## config.mk

```make
export PLATFORM = sky130hd
export DESIGN_NAME = ttl_gate_array_reg
export DESIGN_NICKNAME = d
export VERILOG_FILES = /design/src/rtl/ttl_gate_array_reg.sv
export SDC_FILE = /design/constraint.sdc
export NUM_CORES = 1
export LEC_CHECK = 0
export BUFFER_PORTS_ARGS = -buffer_cell sky130_fd_sc_hd__buf_2
export CAP_MARGIN = 10
export CORE_AREA = 5 5 60 62
export CTS_CLUSTER_SIZE = 24
export DETAILED_ROUTE_END_ITERATION = 8
export DIE_AREA = 0 0 65 67
export GPL_TIMING_DRIVEN = 0
export PLACE_DENSITY = 0.64
export SLEW_MARGIN = 20
export SYNTH_ARGS = -nofsm -noshare
export SYNTH_HDL_FRONTEND = slang
export SYNTH_SLANG_ARGS = --single-unit
```

## constraint.sdc

```tcl
create_clock -name CLK -period 2.14 [get_ports CLK]
set_input_delay 0.428 -clock CLK [delete_from_list [all_inputs] [get_ports CLK]]
set_output_delay 0.428 -clock CLK [all_outputs]
set_load 0.02 [all_outputs]
```

## src/rtl/ttl_gate_array_reg.sv

```systemverilog
// rtl/ttl_gate_array_reg.sv - multi-channel 2-input gate with propagation pipeline, glitch filter and open-collector model
module ttl_gate_array_reg #(
    parameter int CHANNELS       = 4,
    parameter int FUNC           = 0,
    parameter int DELAY          = 1,
    parameter int FILTER         = 0,
    parameter int OPEN_COLLECTOR = 0
) (
    input  logic                CLK,
    input  logic                CLR_n,
    input  logic [CHANNELS-1:0] A,
    input  logic [CHANNELS-1:0] B,
    output logic [CHANNELS-1:0] Y,
    output logic [CHANNELS-1:0] Y_DRV,
    output logic [CHANNELS-1:0] CHG
);

    // Reject illegal configurations at elaboration time.
    generate
        if (CHANNELS < 1 || CHANNELS > 32) begin : g_bad_channels
            $error("ttl_gate_array_reg: CHANNELS must be 1..32");
        end
        if (FUNC < 0 || FUNC > 5) begin : g_bad_func
            $error("ttl_gate_array_reg: FUNC must be 0..5");
        end
        if (DELAY < 1 || DELAY > 16) begin : g_bad_delay
            $error("ttl_gate_array_reg: DELAY must be 1..16");
        end
        if (FILTER < 0 || FILTER > 15) begin : g_bad_filter
            $error("ttl_gate_array_reg: FILTER must be 0..15");
        end
        if (OPEN_COLLECTOR < 0 || OPEN_COLLECTOR > 1) begin : g_bad_oc
            $error("ttl_gate_array_reg: OPEN_COLLECTOR must be 0 or 1");
        end
    endgenerate

    // Reset level is what the gate produces with both inputs low.
    localparam logic                RST_BIT  = (FUNC == 0) || (FUNC == 1) || (FUNC == 5);
    localparam logic [CHANNELS-1:0] RST_VEC  = {CHANNELS{RST_BIT}};
    localparam logic [3:0]          FILT_MAX = 4'(FILTER);

    logic [CHANNELS-1:0] gate_f;
    logic [CHANNELS-1:0] stage [DELAY];
    logic [CHANNELS-1:0] cand;
    logic [3:0]          cnt [CHANNELS];

    // Combinational gate function, applied bitwise to every channel.
    always_comb begin
        case (FUNC)
            0:       gate_f = ~(A & B);
            1:       gate_f = ~(A | B);
            2:       gate_f = A & B;
            3:       gate_f = A | B;
            4:       gate_f = A ^ B;
            5:       gate_f = ~(A ^ B);
            default: gate_f = RST_VEC;
        endcase
    end

    // Propagation delay line: stage 0 samples the gate, later stages shift.
    always_ff @(posedge CLK or negedge CLR_n) begin
        if (!CLR_n) begin
            for (int d = 0; d < DELAY; d++) begin
                stage[d] <= RST_VEC;
            end
        end else begin
            stage[0] <= gate_f;
            for (int d = 1; d < DELAY; d++) begin
                stage[d] <= stage[d-1];
            end
        end
    end

    assign cand = stage[DELAY-1];

    // Glitch filter: a deviation must persist FILTER+1 edges before Y follows it.
    always_ff @(posedge CLK or negedge CLR_n) begin
        if (!CLR_n) begin
            Y   <= RST_VEC;
            CHG <= '0;
            for (int i = 0; i < CHANNELS; i++) begin
                cnt[i] <= 4'd0;
            end
        end else begin
            for (int i = 0; i < CHANNELS; i++) begin
                CHG[i] <= 1'b0;
                if (cand[i] == Y[i]) begin
                    cnt[i] <= 4'd0;
                end else if (cnt[i] == FILT_MAX) begin
                    Y[i]   <= cand[i];
                    cnt[i] <= 4'd0;
                    CHG[i] <= 1'b1;
                end else begin
                    cnt[i] <= cnt[i] + 4'd1;
                end
            end
        end
    end

    // Open-collector driver sinks whenever the pulled-up line reads low.
    generate
        if (OPEN_COLLECTOR != 0) begin : g_oc
            assign Y_DRV = ~Y;
        end else begin : g_totem
            assign Y_DRV = '0;
        end
    endgenerate

endmodule

```

Word level (Yosys, flattened, before mapping)
Cells that the tools add are included.
Widths: inputs -> output; s select.
{ "classes": {"addsub": 4, "eq_ne": 4, "n_mux": 16, "n_bitwise": 6, "reduce_logical": 8} }
{ "op_table": {"columns": ["op", "count"], "rows": [
  ["$mux 4", 8],
  ["$add 4x1->4 const B", 4],
  ["$logic_not 4->1", 4],
  ["$mux 1", 8],
  ["$reduce_and 2->1", 4],
  ["$and 4x4->4", 1],
  ["$eq 1x1->1", 4],
  ["$not 1->1", 4],
  ["$not 4->4", 1]
]} }
{ "word_totals": {"register_bits": 28, "in_bits": 10, "out_inout_bits": 12, "elab_cells": 48} }

Logic depth before layout (Yosys ltp)
{ "depth": {"depth_word": 3, "ltp_mapped": 5, "depth_no_buf": 5} }

Worst setup path before layout
OpenSTA, ideal clock, no wires.
{ "synth_timing": {"path_type": "register to register", "start": "register cnt[8] in the netlist's numbering", "end": "register Y[1]", "setup_time_ns": 0.082, "t_arrival_ns": 1.089, "required_ns": 2.058, "path_slack_ns": 0.969, "stages_incl_launch_ff": 6, "path_buffers": 0, "period_less_slack_ns": 1.171, "cell_sequence": "dfrtp_1 -> inv_1 -> ha_1 -> nand2b_4 -> nor2_2 -> mux2_4"} }
{ "synth_between": {"elab_chain_cells": 2} }
{ "synth_lines": {"columns": ["element", "line", "text"], "rows": [
  ["start, declared", "45", "logic [3:0] cnt [CHANNELS];"],
  ["start signal, assigned by index", "94", "cnt[i] <= cnt[i] + 4'd1;"],
  ["$logic_not 4->1", "89", "end else if (cnt[i] == FILT_MAX) begin"],
  ["$reduce_and 2->1 (no source line)", null, null],
  ["end signal, assigned by index", "90", "Y[i] <= cand[i];"],
  ["end, declared", "13", "output logic [CHANNELS-1:0] Y,"]
]} }
Every way passes these cells.
A chain may end at the register's enable or synchronous reset.

Worst setup path in the final report
{ "layout_timing": {"start": "register Y[2]", "end": "output port Y[2]"} }
No word-level cell between the ends.

==> key figures <==
Power and ir drop
  – Power consumption: ~1000 µW
  – Maximum vdd drop: just over 0.5 mV
  – Leakage: ~0.70 nW
  – Pwr per Cell Area: roughly 670 nW/µm²

Clocking
  – Num CTS Buffers: 3
  – Clock-pin slew on the worst setup and hold paths: approximately 0.15 ns
  – CTS H-tree depth: 1
  – Post-CTS Hold Fix Bufs: 0
  – Sink Count: 28
  – PostCTS Resize Cnt: 0
  – Clk_lat worst skew: approximately 0.33 ns
  – CTS tree: built
  – Maximum clock path buffer count: 2
  – Setup repair bufs after CTS: 0
  – Root buffer cell: clkbuf_4

Drt
  – Post-route ant nets: 0
  – Iter 0 DRT Violations: 34
  – Vias: 750
  – Iteration count of the initial detailed-routing pass: 4
  – Vias per inst: ~4.6
  – Routed WL: ~1900 µm
  – DRC Markers: 0
  – Mean routed wirelength per cell: 11.5 µm

Logic synthesis
  – Average size of a mapped cell: between 10 and 15 µm²
  – Post-Synthesis Cell Area: roughly 1300 µm²
  – Async SR Flop Fraction: between 90% and 100%
  – Top post-synthesis cells by count: 20 x dfrtp_1, 8 x dfstp_2, 8 x ha_1, 8 x inv_1, 8 x nor3_1
  – Yosys top cell by area: dfrtp_1
  – Synth top area share: approximately two fifths
  – Seq/Total Area, Yosys: a little under three fifths
  – Most frequent cell after synthesis: dfrtp_1
  – Yosys cell types: 19
  – Cells after Synth: 105
  – Top cells by area, synth: dfrtp_1 39%, dfstp_2 16%, ha_1 7.9%, mux2_4 4.7%, nand2b_4 4.3%
  – EDFF count, synth: 0
  – Prevailing post-synth register cell: dfrtp_1
  – Post-synthesis register bit count: 28
  – Synth warnings: 0

Final layout
  – Seq. cell area: 711 µm²
  – Share of layout cells above drive strength 1: about a third
  – Area of the multi-input gates: between 500 and 600 µm²
  – Final Net Count: around 150
  – Synth-to-layout area growth: 14.9%
  – Final antenna diode count: 0
  – Fill count: about 270

Global routing
  – Largest net degree at the start of global routing: 29
  – Global Route Usage Sum: about a tenth
  – Initial antenna violation count: 0
  – GRT Residual Overflow: 0
  – Number of global-route vias before repair: 820
  – First-pass GRT wire length: ~3400 µm

STA
  – Final Slew Violations: 0
  – RSZ-0062 raised after global routing: no
  – Fmax: between 600 and 700 MHz
  – Hold Vio Cnt, Final: 0
  – Slew @ Worst Pin: 0.609 ns
  – Fin crit share: between 70% and 80%
  – Setup_tns: 0 ns
  – Setup-failing EPs final: 0
  – Worst hold slack: between 0.07 and 0.08 ns
  – Tmin final: about 1.5 ns
  – Fin Clk Skew: roughly 0.0093 ns
  – Max_slew headroom: roughly three fifths

Run status
  – Outcome: completed

Floorplanning
  – Ports: 22
  – Chip Width: 65 µm
  – Chip height: 67 µm
  – Initial Util: 42.8%
  – Die ar.: 4360 µm²
  – Rows: 20
  – Core area: approximately 3000 µm²

Setup path
  – Buf/Inv on CP: 1
  – Critical path arrival: between 1 and 1.5 ns
  – Slowest-stage cell, CP: dfstp_2
  – CP Max Fanout: 3
  – CP top delay family: flip-flops
  – Crit path cell chain: buf_2
  – Startpoint Class: flip-flop
  – Setup CP Type: reg -> out
  – Max incr delay on CP: between 0.5 and 0.6 ns
  – Req. time, crit path: 1.71 ns
  – Endpoint class of the critical path: primary output

Placed design
  – Port bufs: 17
  – Routability cong.: approximately 0.72
  – Hpwl dp: between 1000 and 1500 µm

Min path
  – Worst Hold Class: in -> async

Run
  – Max_cap viols: 0
==> worst paths after layout <==
check	startpoint	end	slack, ns	cells after the start
hold reg to reg	cnt[0]$_DFF_PN0_	cnt[0]$_DFF_PN0_	0.51	1
max in group asynchronous	CLR_n	CHG[0]$_DFF_PN0_	1.66	1
setup / recovery	Y[2]$_DFFE_PN1P_	Y[2]	0.63	1
setup reg to reg	cnt[8]$_DFF_PN0_	Y[1]$_DFFE_PN1P_	0.88	5
hold / removal	CLR_n	CHG[2]$_DFF_PN0_	0.08	1
min in group CLK	B[1]	cand[1]$_DFF_PN1_	0.19	2
==> layout make-up <==
cell class                 count  area share [%]
inverter                       8            2.05
tap                           33            2.82
clock inverter                 1            2.05
buffer                         4            2.05
timing repair buffer          17            5.81
multi-input combinational     68            35.2
clock buffer                   3            1.54
sequential                    28            48.5
==> flip-flops by register name (all words and copies together) (netlist names) <==
register / cells
cnt: 16
CHG: 4
Y: 4
cand: 4
==> routing by layer <==
| layer | routed length [µm] | global-route usage (%) |
|---|---|---|
| met1 | 809 | 11.1 |
| met2 | 931 | 18.4 |
| met3 | 91 | 3.20 |
| met4 | 27 | 3.96 |
| met5 | 0 | 0 |
==> per-stage QoR <==
stage	instances	setup WS (ns)	area (µm²)	util (%)
after global routing	162	0.563	1470	49.2
after floorplan	108	0.969	1290	-
after detailed placement	158	0.894	1410	47.4
final	162	0.635	1470	49.2
after CTS	162	0.605	1470	49.2
after global placement	158	0.918	1410	47.4
==> power breakdown <==
part / switching (mW) / leakage, nW / total, mW / internal (mW)
Sequential: 0.00759 / 0.357 / 0.558 / 0.551
Combinational: 0.0514 / 0.313 / 0.0827 / 0.0313
Clock: 0.157 / 0.0279 / 0.346 / 0.189
Total: 0.216 / 0.698 / 0.987 / 0.772
==> cells by family after synthesis <==
logic type | after synthesis | share of synthesized area [%]
AND/OR/NAND/NOR | 40 | 19.6
flip-flops | 28 | 55.7
buffers and inverters | 12 | 4.71
adder cells (fa/ha/maj) | 8 | 7.85
XOR/XNOR | 8 | 5.50
AO/OA/AOI/OAI | 4 | 1.57
multiplexers | 4 | 4.71
other | 1 | 0.294
==> layout by cell type (no fill, tap or decap), drive strengths merged, types with 8 or more instances in the layout <==
cell,synthesis,final
nor2,8,8
inv,8,8
dfrtp,20,20
buf,4,21
nor3,8,8
dfstp,8,8
ha,8,8
nand2b,8,8
No activity file was read; power rests on OpenSTA's default activity.
